[src/rtl/led_output_ahb_if.sv]
// rtl/led_output_ahb_if.sv - AHB-Lite slave bus bundle for the LED output peripheral
interface led_output_ahb_if;
  logic        HSEL;
  logic        HREADY;
  logic [31:0] HADDR;
  logic [1:0]  HTRANS;
  logic        HWRITE;
  logic [2:0]  HSIZE;
  logic [31:0] HWDATA;
  logic [31:0] HRDATA;
  logic        HREADYOUT;
  logic        HRESP;

  modport master (
    output HSEL, HREADY, HADDR, HTRANS, HWRITE, HSIZE, HWDATA,
    input  HRDATA, HREADYOUT, HRESP
  );

  modport slave (
    input  HSEL, HREADY, HADDR, HTRANS, HWRITE, HSIZE, HWDATA,
    output HRDATA, HREADYOUT, HRESP
  );
endinterface

[src/rtl/led_output_ahb.sv]
// rtl/led_output_ahb.sv - AHB-Lite zero-wait LED output slave with per-LED blink
module led_output_ahb #(
  parameter int          LED_WIDTH = 15,
  parameter logic [15:0] DIV_RESET = 16'hFFFF
) (
  input  logic                 HCLK,
  input  logic                 HRESET,
  led_output_ahb_if.slave      bus,
  output logic [LED_WIDTH-1:0] LED
);

  localparam logic [1:0] A_LED_DATA  = 2'd0;
  localparam logic [1:0] A_BLINK_EN  = 2'd1;
  localparam logic [1:0] A_BLINK_DIV = 2'd2;
  localparam logic [1:0] A_TOGGLE    = 2'd3;

  // data-phase state latched from the address phase
  logic       r_dp_write;
  logic       r_dp_read;
  logic [1:0] r_dp_addr;
  logic       r_dp_mapped;

  logic [LED_WIDTH-1:0] r_led_data;
  logic [LED_WIDTH-1:0] r_blink_en;
  logic [15:0]          r_blink_div;
  logic [15:0]          r_cnt;
  logic                 r_phase;

  logic w_valid;
  logic w_wr;
  logic w_div_wr;
  logic w_unused;

  assign w_valid  = bus.HSEL & bus.HREADY & bus.HTRANS[1];
  assign w_wr     = r_dp_write & r_dp_mapped;
  assign w_div_wr = w_wr & (r_dp_addr == A_BLINK_DIV);

  // HSIZE and the address/data bits outside the register map carry no meaning here
  assign w_unused = ^{bus.HSIZE, bus.HADDR[31:12], bus.HADDR[1:0], bus.HWDATA[31:16]};

  assign bus.HREADYOUT = 1'b1;
  assign bus.HRESP     = 1'b0;

  // capture an accepted address phase; idle cycles clear the pending access
  always_ff @(posedge HCLK) begin
    if (HRESET) begin
      r_dp_write  <= 1'b0;
      r_dp_read   <= 1'b0;
      r_dp_addr   <= 2'd0;
      r_dp_mapped <= 1'b0;
    end else if (w_valid) begin
      r_dp_write  <= bus.HWRITE;
      r_dp_read   <= ~bus.HWRITE;
      r_dp_addr   <= bus.HADDR[3:2];
      r_dp_mapped <= (bus.HADDR[11:4] == 8'd0);
    end else begin
      r_dp_write  <= 1'b0;
      r_dp_read   <= 1'b0;
    end
  end

  // register file update at the end of a write data phase
  always_ff @(posedge HCLK) begin
    if (HRESET) begin
      r_led_data  <= '0;
      r_blink_en  <= '0;
      r_blink_div <= DIV_RESET;
    end else if (w_wr) begin
      case (r_dp_addr)
        A_LED_DATA:  r_led_data  <= bus.HWDATA[LED_WIDTH-1:0];
        A_BLINK_EN:  r_blink_en  <= bus.HWDATA[LED_WIDTH-1:0];
        A_BLINK_DIV: r_blink_div <= bus.HWDATA[15:0];
        A_TOGGLE:    r_led_data  <= r_led_data ^ bus.HWDATA[LED_WIDTH-1:0];
        default:     ;
      endcase
    end
  end

  // blink divider; reprogramming the divider restarts the count but keeps the phase
  always_ff @(posedge HCLK) begin
    if (HRESET) begin
      r_cnt   <= 16'd0;
      r_phase <= 1'b0;
    end else if (w_div_wr) begin
      r_cnt   <= 16'd0;
    end else if (r_cnt == r_blink_div) begin
      r_cnt   <= 16'd0;
      r_phase <= ~r_phase;
    end else begin
      r_cnt   <= r_cnt + 16'd1;
    end
  end

  // registered LED drive from the pre-edge register values
  always_ff @(posedge HCLK) begin
    if (HRESET) begin
      LED <= '0;
    end else begin
      LED <= r_led_data & (~r_blink_en | {LED_WIDTH{r_phase}});
    end
  end

  // read mux; unmapped, toggle and idle data phases return zero
  always_comb begin
    bus.HRDATA = 32'd0;
    if (r_dp_read && r_dp_mapped) begin
      case (r_dp_addr)
        A_LED_DATA:  bus.HRDATA = {{(32-LED_WIDTH){1'b0}}, r_led_data};
        A_BLINK_EN:  bus.HRDATA = {{(32-LED_WIDTH){1'b0}}, r_blink_en};
        A_BLINK_DIV: bus.HRDATA = {16'd0, r_blink_div};
        default:     bus.HRDATA = 32'd0;
      endcase
    end
  end

endmodule

[src/flat_wrapper.sv]
// flat-port wrapper written by rule: the top's interface ports become plain ports
module led_output_ahb_flat 
#(
  parameter int          LED_WIDTH = 15,
  parameter logic [15:0] DIV_RESET = 16'hFFFF
)
  (HCLK, HRESET, LED, bus_HSEL, bus_HREADY, bus_HADDR, bus_HTRANS, bus_HWRITE, bus_HSIZE, bus_HWDATA, bus_HRDATA, bus_HREADYOUT, bus_HRESP);
  led_output_ahb_if bus_i ();
  input  logic HCLK;
  input  logic HRESET;
  output logic [LED_WIDTH-1:0] LED;
  input wire logic [$bits(bus_i.HSEL)-1:0] bus_HSEL;
  input wire logic [$bits(bus_i.HREADY)-1:0] bus_HREADY;
  input wire logic [$bits(bus_i.HADDR)-1:0] bus_HADDR;
  input wire logic [$bits(bus_i.HTRANS)-1:0] bus_HTRANS;
  input wire logic [$bits(bus_i.HWRITE)-1:0] bus_HWRITE;
  input wire logic [$bits(bus_i.HSIZE)-1:0] bus_HSIZE;
  input wire logic [$bits(bus_i.HWDATA)-1:0] bus_HWDATA;
  output wire logic [$bits(bus_i.HRDATA)-1:0] bus_HRDATA;
  output wire logic [$bits(bus_i.HREADYOUT)-1:0] bus_HREADYOUT;
  output wire logic [$bits(bus_i.HRESP)-1:0] bus_HRESP;
  assign bus_i.HSEL = bus_HSEL;
  assign bus_i.HREADY = bus_HREADY;
  assign bus_i.HADDR = bus_HADDR;
  assign bus_i.HTRANS = bus_HTRANS;
  assign bus_i.HWRITE = bus_HWRITE;
  assign bus_i.HSIZE = bus_HSIZE;
  assign bus_i.HWDATA = bus_HWDATA;
  assign bus_HRDATA = bus_i.HRDATA;
  assign bus_HREADYOUT = bus_i.HREADYOUT;
  assign bus_HRESP = bus_i.HRESP;
  led_output_ahb #(.LED_WIDTH(LED_WIDTH), .DIV_RESET(DIV_RESET)) u_core (.HCLK(HCLK), .HRESET(HRESET), .bus(bus_i), .LED(LED));
endmodule
[config.mk]
export PLATFORM = sky130hd
export DESIGN_NAME = led_output_ahb_flat
export DESIGN_NICKNAME = d
export VERILOG_FILES = /design/src/rtl/led_output_ahb_if.sv /design/src/rtl/led_output_ahb.sv /design/src/flat_wrapper.sv
export SDC_FILE = /design/constraint.sdc
export NUM_CORES = 1
export LEC_CHECK = 0
export CAP_MARGIN = 20
export CORE_AREA = 2 2 122 88
export DETAILED_ROUTE_END_ITERATION = 6
export DIE_AREA = 0 0 124 90
export PLACE_DENSITY = 0.7
export SYNTH_ARGS = -nofsm -noshare
export SYNTH_HDL_FRONTEND = slang
export SYNTH_SLANG_ARGS = --single-unit
[constraint.sdc]
create_clock -name HCLK -period 3.45 [get_ports HCLK]
set_input_delay 0.8625 -clock HCLK [delete_from_list [all_inputs] [get_ports HCLK]]
set_output_delay 0.8625 -clock HCLK [all_outputs]
set_load 0.03 [all_outputs]
Word-level counts from Yosys, hierarchy flattened
Cells that the tools add are included.
{ "totals": {"register_bits": 83, "input_bits": 74, "out_inout_bits": 49, "wordCells": 40} }
{ "classes": {"add_sub_neg": 1, "n_eq_ne": 4, "muxes": 3, "bitwise": 12, "reduce_logical": 10} }
{ "op_table": {"columns": ["cell", "count"], "rows": [
  ["one-hot mux 16 bit (3 select lines)", 1],
  ["2-to-1 mux 32 bit", 1],
  ["one-hot mux 15 bit (2 select lines)", 1],
  ["adder 16 x 1 -> 16 bit, second input constant", 1],
  ["== test 16 bit", 1],
  ["bitwise AND 15 bit", 1],
  ["inverter 15 bit", 1],
  ["OR 15 bit", 1],
  ["bitwise XOR 15 bit", 1],
  ["logical NOT 8 bit", 1],
  ["AND reduction 2 bit", 4],
  ["bitwise AND 1 bit", 4],
  ["== test 2 bit, second input constant", 2],
  ["inverter 1 bit", 4],
  ["OR reduction 3 bit", 1],
  ["== test 2 x 1 -> 1 bit, second input constant", 1],
  ["logical NOT 2 bit", 1],
  ["nonzero test 2 bit", 1],
  ["OR reduction 2 bit", 1],
  ["logical AND 1 bit", 1]
]} }

Longest topological paths before layout
Gate-level depths: netlist of run 1.
{ "depth": {"ltp_word": 4, "mapped_depth": 9, "ltp_nobuf": 6} }

Worst setup path before layout of run 1
OpenSTA, ideal clock, no wires.
{ "synth_timing": {"path_kind": "reg2out", "start": "reg u_core.r_dp_addr[1]", "end": "out bus_HRDATA[4]", "arrival_time_ns": 1.570, "setup_slack_ns": 1.018, "path_stages_with_launch": 7, "path_buffers": 2, "cell_sequence": "dfxtp_1 -> inv_1 -> ha_1 -> clkbuf_1 -> clkbuf_1 -> a222oi_1 -> nor2_1"} }
{ "synth_between": {"elab_chain_len": 3} }
{ "synth_lines": {"columns": ["item", "line_no", "text"], "rows": [
  ["start, declared", "led_output_ahb.sv:20", "logic [1:0] r_dp_addr;"],
  ["start signal, assigned", "led_output_ahb.sv:54", "r_dp_addr <= bus.HADDR[3:2];"],
  ["== test 2 bit, or another cell as far along", "led_output_ahb.sv:107", "case (r_dp_addr)"],
  ["one-hot mux 16 bit (3 select lines) *", "led_output_ahb.sv:107", null],
  ["2-to-1 mux 32 bit *", "led_output_ahb.sv:106", "if (r_dp_read && r_dp_mapped) begin"],
  ["end, declared", "flat_wrapper.sv:19", "output wire logic [$bits(bus_i.HRDATA)-1:0] bus_HRDATA;"]
]} }
Every way passes the cells marked *; elsewhere a longest branch is shown, timed or not.

Worst setup path in the final report of run 1
{ "layout_timing": {"start": "reg u_core.r_dp_addr[0]", "end": "out bus_HRDATA[10]"} }
Same word-level chain as after synthesis.

==> key figures, run 1 <==
Run status
  • Status: complete, no violations

STA
  • Max Clock Skew: 0.00717 ns
  • # setup viols final: 0
  • Fin. Hold Viols: 0
  • Worst slew margin: 33.1%
  • Tcrit/Tclk final: 94.9%
  • Setup_tns: 0 ns
  • Max-slew violations: 0
  • Highest achievable clock rate: 0.305 GHz
  • RSZ-0062 raised after global routing: no
  • Tightest Pin Transition: 1.00 ns
  • Fin crit period: 3.27 ns

Clocking
  • Clock Tree Root: clkbuf_16
  • Worst-path clk slew: 0.06 ns
  • Clock latency at the later pin of the worst-skew pair: 0.35 ns
  • CTS H-tree lvls: 3
  • Cts bufs inserted: 9
  • CTS tree: done
  • # clock sinks: 83
  • Max Buffers Root-to-Sink: 2
  • Hold buffers post-CTS: 0

Placed design
  • Placed Cells: 634
  • Final HPWL DP: 6810 um
  • PortBufs: 62
  • Final Wtd Congestion: 0.912

Drt
  • Wirelength per Cell: 15.4 um
  • Antenna Nets Post-Route: 0
  • Initial DRC count: 241
  • First-pass DRT Iterations: 6
  • Vias per Instance: 5.22
  • Via count: 3393
  • WL final: 10000 um
  • # DRC: 0

Yosys
  • Mapped Cells: 465
  • Avg Inst Size Synth: 8.45 um^2
  • Yosys Warn Count: 0
  • Register area share after synthesis: 42.3%
  • Cell area after synthesis: 3930 um^2
  • Distinct cells, synth: 31
  • Number of synthesized register bits: 83

Critical path
  • Worst Path Max Fanout: 10
  • Critical path type: flip-flop to output port
  • Reg2Reg Setup Slack: 1.46 ns
  • Crit path capture type: output port
  • Worst-case reg-to-reg path depth: 6
  • R2r startpoint: u_core.r_dp_addr[0]
  • R2R Path End: u_core.r_led_data[14]
  • Worst Path Arrival: 2.41 ns
  • Data required, critical path: 2.59 ns
  • Startpoint types: flip-flop

Cells and area
  • Area of the multi-input gates: 2050 um^2
  • FF+latch area: 1660 um^2
  • FILL cells: 981
  • Syn-to-layout area delta: 24.6%
  • Post-route insts no fill: 650
  • Ant. Diodes: 0
  • Final #Nets: 593
  • Most frequent cells in the layout: 83 x dfxtp_1, 82 x nand2_1, 61 x clkdlybuf4s50_1, 39 x nor2_1, 32 x a21oi_1
  • Most common cell after layout, fill and taps aside: dfxtp_1
  • Share of layout cells above drive strength 1: 5.21%

Hold path
  • Hold Path End: u_core.r_blink_en[9]
  • Hold WC Path Type: flip-flop to flip-flop
  • Hold Startpoint: u_core.r_blink_en[9]
  • Hold path cells: 2

Flow run
  • # Max-Cap Violations: 0

Global route
  • Largest net degree at the start of global routing: 37
  • Number of global-route vias before repair: 3299
  • GR Util All Layers: 18.9%
  • Gr ovfl total: 0
  • First-pass GRT wire length: 16500 um
  • Initial antenna violation count: 0

Floorplanning
  • Area of the die: 11200 um^2
  • Die height: 90 um
  • Area of the core: 10100 um^2
  • Chip width: 124 um
  • I/O pins: 123
  • Initial Util: 39.0%
  • Rows: 31

Pwr
  • LEAKAGE: 1.78 nW
  • Ratio of total power to cell area: 447 nW/um^2
  • VDD IR max: 0.000297 V
## worst max-delay path by stage
stage                   startpoint              to  slack (ns)
2_1_floorplan  u_core.r_dp_addr[1]   bus_HRDATA[4]        1.02
3_3_place_gp   u_core.r_dp_addr[0]  bus_HRDATA[14]        0.47
3_5_place_dp   u_core.r_dp_addr[0]   bus_HRDATA[5]        0.40
4_1_cts        u_core.r_dp_addr[0]   bus_HRDATA[5]       0.008
5_1_grt        u_core.r_dp_addr[0]  bus_HRDATA[10]        0.03
6_report       u_core.r_dp_addr[0]  bus_HRDATA[10]        0.18
## routing by layer
| layer | part of all wire, % | global-route usage (%) | wire length (um) |
|---|---|---|---|
| met5 | 0 | 0 | 0 |
| met4 | 1.4 | 5.90 | 137 |
| met3 | 5.5 | 5.14 | 548 |
| met2 | 46 | 28.8 | 4630 |
| met1 | 47 | 26.0 | 4710 |
## registers in the layout (all words and copies together), names as in the netlist
register	cells
u_core.LED	15
u_core.r_blink_div	16
u_core.r_blink_en	15
u_core.r_cnt	16
u_core.r_dp_addr	2
u_core.r_dp_mapped	1
u_core.r_dp_read	1
u_core.r_dp_write	1
u_core.r_led_data	15
u_core.r_phase	1
## Yosys cell counts, drive strengths merged
cell type,number,area share (%)
clkbuf,23,2.2
nor2b,30,4.8
nor4,1,0.32
a222oi,15,3.8
buf,25,4.7
inv,3,0.29
xor2,7,1.6
nor3b,16,3.1
nor3,2,0.25
nand3,7,0.89
nand2b,1,0.16
nand2,82,7.8
nand3b,18,3.4
a21oi,32,4.1
or3,1,0.16
dfxtp,83,42
mux2i,17,4.3
and3,5,0.80
xnor2,23,5.1
o21ai,15,1.9
a31o,1,0.22
and4,3,0.67
ha,6,1.9
conb,2,0.19
nand4,6,0.96
or4,2,0.38
nor2,39,3.7
## critical path, cell delays in order (launching register included)
cell	delay, ns
dfxtp_1	0.42
inv_1	0.10
ha_1	0.31
buf_4	0.22
a222oi_1	0.35
nor2_1	0.07
clkdlybuf4s50_1	0.60
## repair_timing
item | 4_1_cts | 5_1_grt
buffers inserted | 0 | 0
endpoints found under the setup margin | 0 | 15
hold endpoints to repair | 0 | 0
gates resized for setup | 0 | 1
## metrics by stage
step	hold slack (ns)	setup slack (ns)	power, mW	util [%]	cell area (um^2)
2_1_floorplan	0.441	1.02	1.07	-	3990
3_3_place_gp	0.453	0.465	1.11	45.1	4550
3_5_place_dp	0.459	0.397	1.11	45.1	4550
4_1_cts	0.467	0.00823	2.21	48.5	4890
5_1_grt	0.490	0.0318	2.25	48.6	4900
6_report	0.469	0.176	2.19	48.6	4900
## cells by family after synthesis
kind of cell | count (synthesis) | synth area share, %
buffers and inverters | 51 | 7.16
multiplexers | 17 | 4.33
flip-flops | 83 | 42.3
AO/OA/AOI/OAI | 63 | 10.0
adder cells (fa/ha/maj) | 6 | 1.91
AND/OR/NAND/NOR | 213 | 27.4
XOR/XNOR | 30 | 6.69
other | 2 | 0.191
## cell type report
cell class	instances	area share [%]
Multi-Input combinational cell	347	41.8
Sequential cell	83	33.9
Timing Repair Buffer	69	13.6
Clock buffer	9	4.60
Tap cell	132	3.37
Clock inverter	7	2.38
Inverter	3	0.230
## power breakdown
| part | internal (mW) | switching, mW | leakage (nW) |
|---|---|---|---|
| combinational | 0.0492 | 0.0716 | 0.942 |
| sequential | 0.962 | 0.00526 | 0.670 |
| clock | 0.705 | 0.398 | 0.165 |
| total | 1.72 | 0.474 | 1.78 |
(Power assumes the default switching activity.)
==> run 2: changes to the inputs <==
--- a/config.mk
+++ b/config.mk
@@ -6,10 +6,10 @@
 export NUM_CORES = 1
 export LEC_CHECK = 0
 export CAP_MARGIN = 20
-export CORE_AREA = 2 2 122 88
+export CORE_AREA = 2 2 84 127
 export DETAILED_ROUTE_END_ITERATION = 6
-export DIE_AREA = 0 0 124 90
-export PLACE_DENSITY = 0.7
+export DIE_AREA = 0 0 86 129
+export PLACE_DENSITY = 0.69
 export SYNTH_ARGS = -nofsm -noshare
 export SYNTH_HDL_FRONTEND = slang
 export SYNTH_SLANG_ARGS = --single-unit
==> key figures, run 2 (synthesized netlist as in run 1, its figures left out) <==
STA
  • Max-slew violations: 0 (unchanged)
  • Highest achievable clock rate: 0.300 GHz (-1.8%)
  • Tightest Pin Transition: 1.03 ns (+0.0272 ns)
  • Setup_tns: 0 ns (unchanged)
  • # setup viols final: 0 (unchanged)
  • Fin. Hold Viols: 0 (unchanged)
  • Max Clock Skew: 0.00490 ns (-0.00227 ns)
  • Fin crit period: 3.33 ns (+0.0597 ns)
  • RSZ-0062 raised after global routing: no
  • Worst slew margin: 31.3% (-1.8 points)
  • Tcrit/Tclk final: 96.6% (+1.7 points)

Drt
  • First-pass DRT Iterations: 6 (unchanged)
  • Via count: 3388 (-0.15%)
  • WL final: 9680 um (-3.3%)
  • # DRC: 0 (unchanged)
  • Initial DRC count: 315 (+31%)
  • Wirelength per Cell: 15.3 um (-0.90%)
  • Vias per Instance: 5.34 (+2.4%)
  • Antenna Nets Post-Route: 0 (unchanged)

Clocking
  • # clock sinks: 83 (unchanged)
  • # Post-CTS Setup Buffers: 0 (unchanged)
  • CTS tree: done
  • Clock Tree Root: clkbuf_16
  • Clock latency at the later pin of the worst-skew pair: 0.34 ns (about the same)
  • Cts bufs inserted: 9 (unchanged)
  • Max Buffers Root-to-Sink: 2 (unchanged)
  • Post_cts resized: 0 (unchanged)
  • CTS H-tree lvls: 3 (unchanged)
  • Hold buffers post-CTS: 0 (unchanged)
  • Worst-path clk slew: 0.06 ns (about the same)

Cells and area
  • Ant. Diodes: 0 (unchanged)
  • Post-route insts no fill: 634 (-2.5%)
  • Most frequent cells in the layout: 83 x dfxtp_1, 82 x nand2_1, 61 x clkdlybuf4s50_1, 39 x nor2_1, 32 x a21oi_1
  • Post-route cell area: 4890 um^2 (-0.13%)
  • FF+latch area: 1660 um^2 (unchanged)
  • Most common cell after layout, fill and taps aside: dfxtp_1
  • Syn-to-layout area delta: 24.5%
  • Largest regs: u_core.r_blink_div: 16 flops, u_core.r_cnt: 16 flops
  • Share of layout cells above drive strength 1: 5.03% (-0.18 points)
  • FILL cells: 925 (-5.7%)
  • Final #Nets: 592 (-0.17%)
  • Area of the multi-input gates: 2050 um^2 (unchanged)

Global route
  • Gr ovfl total: 0 (unchanged)
  • Number of global-route vias before repair: 3188 (-3.4%)
  • GR Util All Layers: 17.9% (-1.0 points)
  • Largest net degree at the start of global routing: 39 (+5.4%)
  • First-pass GRT wire length: 15600 um (-5.7%)
  • Initial antenna violation count: 0 (unchanged)

Floorplanning
  • Chip width: 86 um (-31%)
  • Rows: 45 (+45%)
  • Initial Util: 39.4% (+0.46 points)
  • Area of the die: 11100 um^2 (-0.59%)
  • Die height: 129 um (+43%)
  • I/O pins: 123 (unchanged)
  • Area of the core: 9970 um^2 (-1.2%)

Pwr
  • LEAKAGE: 1.79 nW (+0.52%)
  • Ratio of total power to cell area: 455 nW/um^2 (+1.8%)
  • Final Power: 2.23 mW (+1.7%)
  • VDD IR max: 0.000305 V (+2.6%)

Hold path
  • Hold WC Path Type: flip-flop to flip-flop

Critical path
  • CP max stage cell: clkdlybuf4s50_1
  • Crit path capture type: output port
  • Sum of buffers and inverters on the critical path: 3 (unchanged)
  • Critical path type: flip-flop to output port
  • Worst Path Max Fanout: 10 (unchanged)
  • Data required, critical path: 2.59 ns (about the same)
  • CP max stage delay: 0.70 ns (+0.10 ns)
  • Worst Path Arrival: 2.47 ns (+0.06 ns)
  • Crit-path cells: inv_1 -> ha_1 -> buf_4 -> a222oi_1 -> nor2_1 -> clkdlybuf4s50_1
  • CP top delay family: buffers and inverters
  • Startpoint types: flip-flop

Placed design
  • Final Wtd Congestion: 0.798 (-12%)
  • DP Area: 4530 um^2 (-0.58%)
  • PortBufs: 62 (unchanged)
  • Final HPWL DP: 6640 um (-2.5%)
  • Placed Cells: 618 (-2.5%)

Run status
  • Status: complete, no violations

Flow run
  • # Max-Cap Violations: 0 (unchanged)
run 2: changes by cell type in the layout (fill, tap and decap cells not counted):
cell,delta
clkinv_2,-1
clkinv_4,-1
clkbuf_8,+3
clkinvlp_4,-1
buf_4,-1
run 2: metrics by stage:
stage	hold slack [ns]	util (%)	worst slack [ns]
floorplan	0.441	-	1.02
detailed placement	0.458	45.4	0.418
finish	0.465	49.1	0.116
global route	0.483	49.1	0.0172
CTS	0.466	49.1	0.0340
global placement	0.449	45.4	0.445
run 2: area by class of cell:
cell class | instances | share of cell area [%]
Inverter | 3 | 0.230
Timing Repair Buffer | 68 | 13.5
Multi-Input combinational cell | 347 | 41.9
Clock inverter | 4 | 1.94
Sequential cell | 83 | 34.0
Tap cell | 117 | 2.99
Clock buffer | 12 | 5.45
run 2: path summary, 6_finish.rpt:
path                            to  slack, ns                   from  depth (start not counted)
max                 bus_HRDATA[14]       0.12    u_core.r_dp_addr[0]                          6
min          u_core.r_blink_en[12]       0.47  u_core.r_blink_en[12]                          2
max reg2reg  u_core.r_led_data[11]       1.38    u_core.r_dp_addr[0]                          7
min reg2reg  u_core.r_blink_en[12]       0.47  u_core.r_blink_en[12]                          2
run 2: where the power goes:
part	switching, mW	internal [mW]
Sequential	0.00513	0.963
Clock	0.375	0.765
Combinational	0.0714	0.0492
run 2: per-layer routing:
metal | track usage (%) | vias to the layer above | part of all wire [%]
met3 | 4.43 | 16 | 6.3
met1 | 21.8 | 1597 | 41
met5 | 0 | - | 0
met2 | 30.1 | 138 | 50
met4 | 7.47 | 0 | 2.2
li1 | - | 1637 | -
run 2: tightest hold or removal path: stages, from the launching register on:
cell,delay (ns)
dfxtp_1,0.32
nand2_1,0.05
a21oi_1,0.05
==> run 3: changes to the inputs <==
--- a/config.mk
+++ b/config.mk
@@ -5,7 +5,7 @@
 export SDC_FILE = /design/constraint.sdc
 export NUM_CORES = 1
 export LEC_CHECK = 0
-export CAP_MARGIN = 20
+export CAP_MARGIN = 5
 export CORE_AREA = 2 2 84 127
 export DETAILED_ROUTE_END_ITERATION = 6
 export DIE_AREA = 0 0 86 129
==> constraint.sdc (replaced) <==
create_clock -name HCLK -period 3.45 [get_ports HCLK]
set_input_delay 0.8625 -clock HCLK [delete_from_list [all_inputs] [get_ports HCLK]]
set_output_delay 0.8625 -clock HCLK [all_outputs]
set_load 0.005 [all_outputs]
==> key figures, run 3 (synthesized netlist as in run 1, its figures left out) <==
Drt
  • WL final: 9720 um (+0.33%)
  • Antenna Nets Post-Route: 0 (unchanged)
  • # DRC: 0 (unchanged)
  • Vias per Instance: 5.23 (-2.1%)
  • Wirelength per Cell: 15.3 um (+0.49%)
  • Initial DRC count: 323 (+2.5%)
  • Via count: 3313 (-2.2%)
  • First-pass DRT Iterations: 6 (unchanged)

Critical path
  • R2R Path End: u_core.r_phase
  • Worst-case reg-to-reg path depth: 4 (-3)
  • Critical path type: flip-flop to output port
  • Startpoint types: flip-flop
  • Data required, critical path: 2.59 ns (about the same)
  • Reg2Reg Setup Slack: 1.02 ns (-0.36 ns)
  • R2r startpoint: u_core.r_dp_addr[0]
  • Crit path capture type: output port
  • Worst Path Max Fanout: 18 (+8)
  • Worst Path Arrival: 2.44 ns (-0.03 ns)

Floorplanning
  • Area of the die: 11100 um^2 (unchanged)
  • I/O pins: 123 (unchanged)
  • Die height: 129 um (unchanged)
  • Rows: 45 (unchanged)
  • Area of the core: 9970 um^2 (unchanged)
  • Chip width: 86 um (unchanged)
  • Initial Util: 39.4% (unchanged)

Cells and area
  • Final #Nets: 591 (-0.17%)
  • Post-route insts no fill: 633 (-0.16%)
  • Most common cell after layout, fill and taps aside: dfxtp_1
  • Post-route cell area: 4850 um^2 (-0.90%)
  • Share of layout cells above drive strength 1: 4.65% (-0.38 points)
  • Ant. Diodes: 0 (unchanged)
  • Fin util: 48.6% (-0.44 points)
  • Most frequent cells in the layout: 83 x dfxtp_1, 82 x nand2_1, 61 x clkdlybuf4s50_1, 39 x nor2_1, 32 x a21oi_1
  • Syn-to-layout area delta: 23.3%
  • Largest regs: u_core.r_blink_div: 16 flops, u_core.r_cnt: 16 flops

Clocking
  • # clock sinks: 83 (unchanged)
  • Clock latency at the later pin of the worst-skew pair: 0.34 ns (about the same)
  • Clock Tree Root: clkbuf_16
  • # Post-CTS Setup Buffers: 0 (unchanged)
  • Hold buffers post-CTS: 0 (unchanged)
  • Cts bufs inserted: 9 (unchanged)
  • Worst-path clk slew: 0.06 ns (about the same)
  • CTS H-tree lvls: 3 (unchanged)
  • CTS tree: done
  • Post_cts resized: 0 (unchanged)
  • Max Buffers Root-to-Sink: 2 (unchanged)

Placed design
  • PortBufs: 62 (unchanged)
  • Final Wtd Congestion: 0.809 (+1.3%)
  • DP Area: 4520 um^2 (-0.17%)
  • Place WS: 0.548 ns (+0.130 ns)
  • Final HPWL DP: 6630 um (-0.27%)
  • Placed Cells: 617 (-0.16%)

Hold path
  • Hold path cells: 2 (unchanged)
  • Hold Path End: u_core.r_blink_en[3]
  • Hold Startpoint: u_core.r_blink_en[3]
  • Hold WC Path Type: flip-flop to flip-flop

STA
  • Highest achievable clock rate: 0.303 GHz (+1.0%)
  • Max Clock Skew: 0.00646 ns (+0.00156 ns)
  • Tcrit/Tclk final: 95.7% (-0.95 points)
  • Fin worst setup slack: 0.149 ns (+0.0329 ns)
  • # setup viols final: 0 (unchanged)
  • RSZ-0062 raised after global routing: no
  • Worst Hold Slack: 0.469 ns (+0.00430 ns)
  • Fin. Hold Viols: 0 (unchanged)
  • Fin crit period: 3.30 ns (-0.0329 ns)
  • Max-slew violations: 0 (unchanged)
  • Tightest Pin Transition: 0.988 ns (-0.0432 ns)
  • Setup_tns: 0 ns (unchanged)
  • Worst slew margin: 34.1% (+2.9 points)

Pwr
  • VDD IR max: 0.000240 V (-21%)
  • LEAKAGE: 1.77 nW (-0.93%)
  • Final Power: 2.12 mW (-4.9%)
  • Ratio of total power to cell area: 437 nW/um^2 (-4.1%)

Global route
  • Number of global-route vias before repair: 3126 (-1.9%)
  • Initial antenna violation count: 0 (unchanged)
  • Largest net degree at the start of global routing: 39 (unchanged)
  • Gr ovfl total: 0 (unchanged)
  • First-pass GRT wire length: 15500 um (-0.71%)
  • GR Util All Layers: 17.9% (-0.088 points)

Run status
  • Status: complete, no violations

Flow run
  • # Max-Cap Violations: 0 (unchanged)
-- run 3: changes by cell type in the layout (fill, tap and decap cells not counted), sizes merged --
cell / before / now
clkinv: 1 / 3
buf: 7 / 6
bufinv: 3 / 2
clkbuf: 12 / 11
-- run 3: final cells by class --
| cell class | count | area (um^2) |
|---|---|---|
| fill | 934 | 5120 |
| multi-input combinational | 347 | 2050 |
| sequential | 83 | 1660 |
| timing repair buffer | 67 | 653 |
| clock buffer | 11 | 253 |
| tap | 117 | 146 |
| clock inverter | 5 | 75.1 |
| inverter | 3 | 11.3 |
-- run 3: where the power goes --
part / total (mW) / internal (mW) / switching, mW
logic: 0.0980 / 0.0482 / 0.0498
clock network: 1.05 / 0.670 / 0.383
registers: 0.968 / 0.962 / 0.00507
-- run 3: worst max-delay path by stage --
stage | from | to | slack (ns) | cells past startpoint
2_1_floorplan | u_core.r_dp_addr[0] | bus_HRDATA[10] | 1.23 | 6
3_3_place_gp | u_core.r_dp_addr[0] | bus_HRDATA[6] | 0.59 | 5
3_5_place_dp | u_core.r_dp_addr[0] | bus_HRDATA[6] | 0.55 | 5
4_1_cts | u_core.r_dp_addr[0] | bus_HRDATA[6] | 0.17 | 5
5_1_grt | u_core.r_dp_addr[0] | bus_HRDATA[6] | 0.02 | 5
6_report | u_core.r_dp_addr[0] | bus_HRDATA[6] | 0.15 | 5
-- run 3: critical path, cell delays in order (launching register included) --
cell	delay (ns)
dfxtp_1	0.35
inv_1	0.09
ha_1	0.65
a222oi_1	0.24
nor2_1	0.22
clkdlybuf4s50_1	0.54
-- run 3: routing by layer --
layer  GRT usage, %  part of all wire, %  up-vias
met4           6.54                  1.6        0
met1           21.5                   43     1560
met3           4.36                  5.7       11
li1               -                    -     1629
met5              0                    0        -
met2           30.6                   50      113
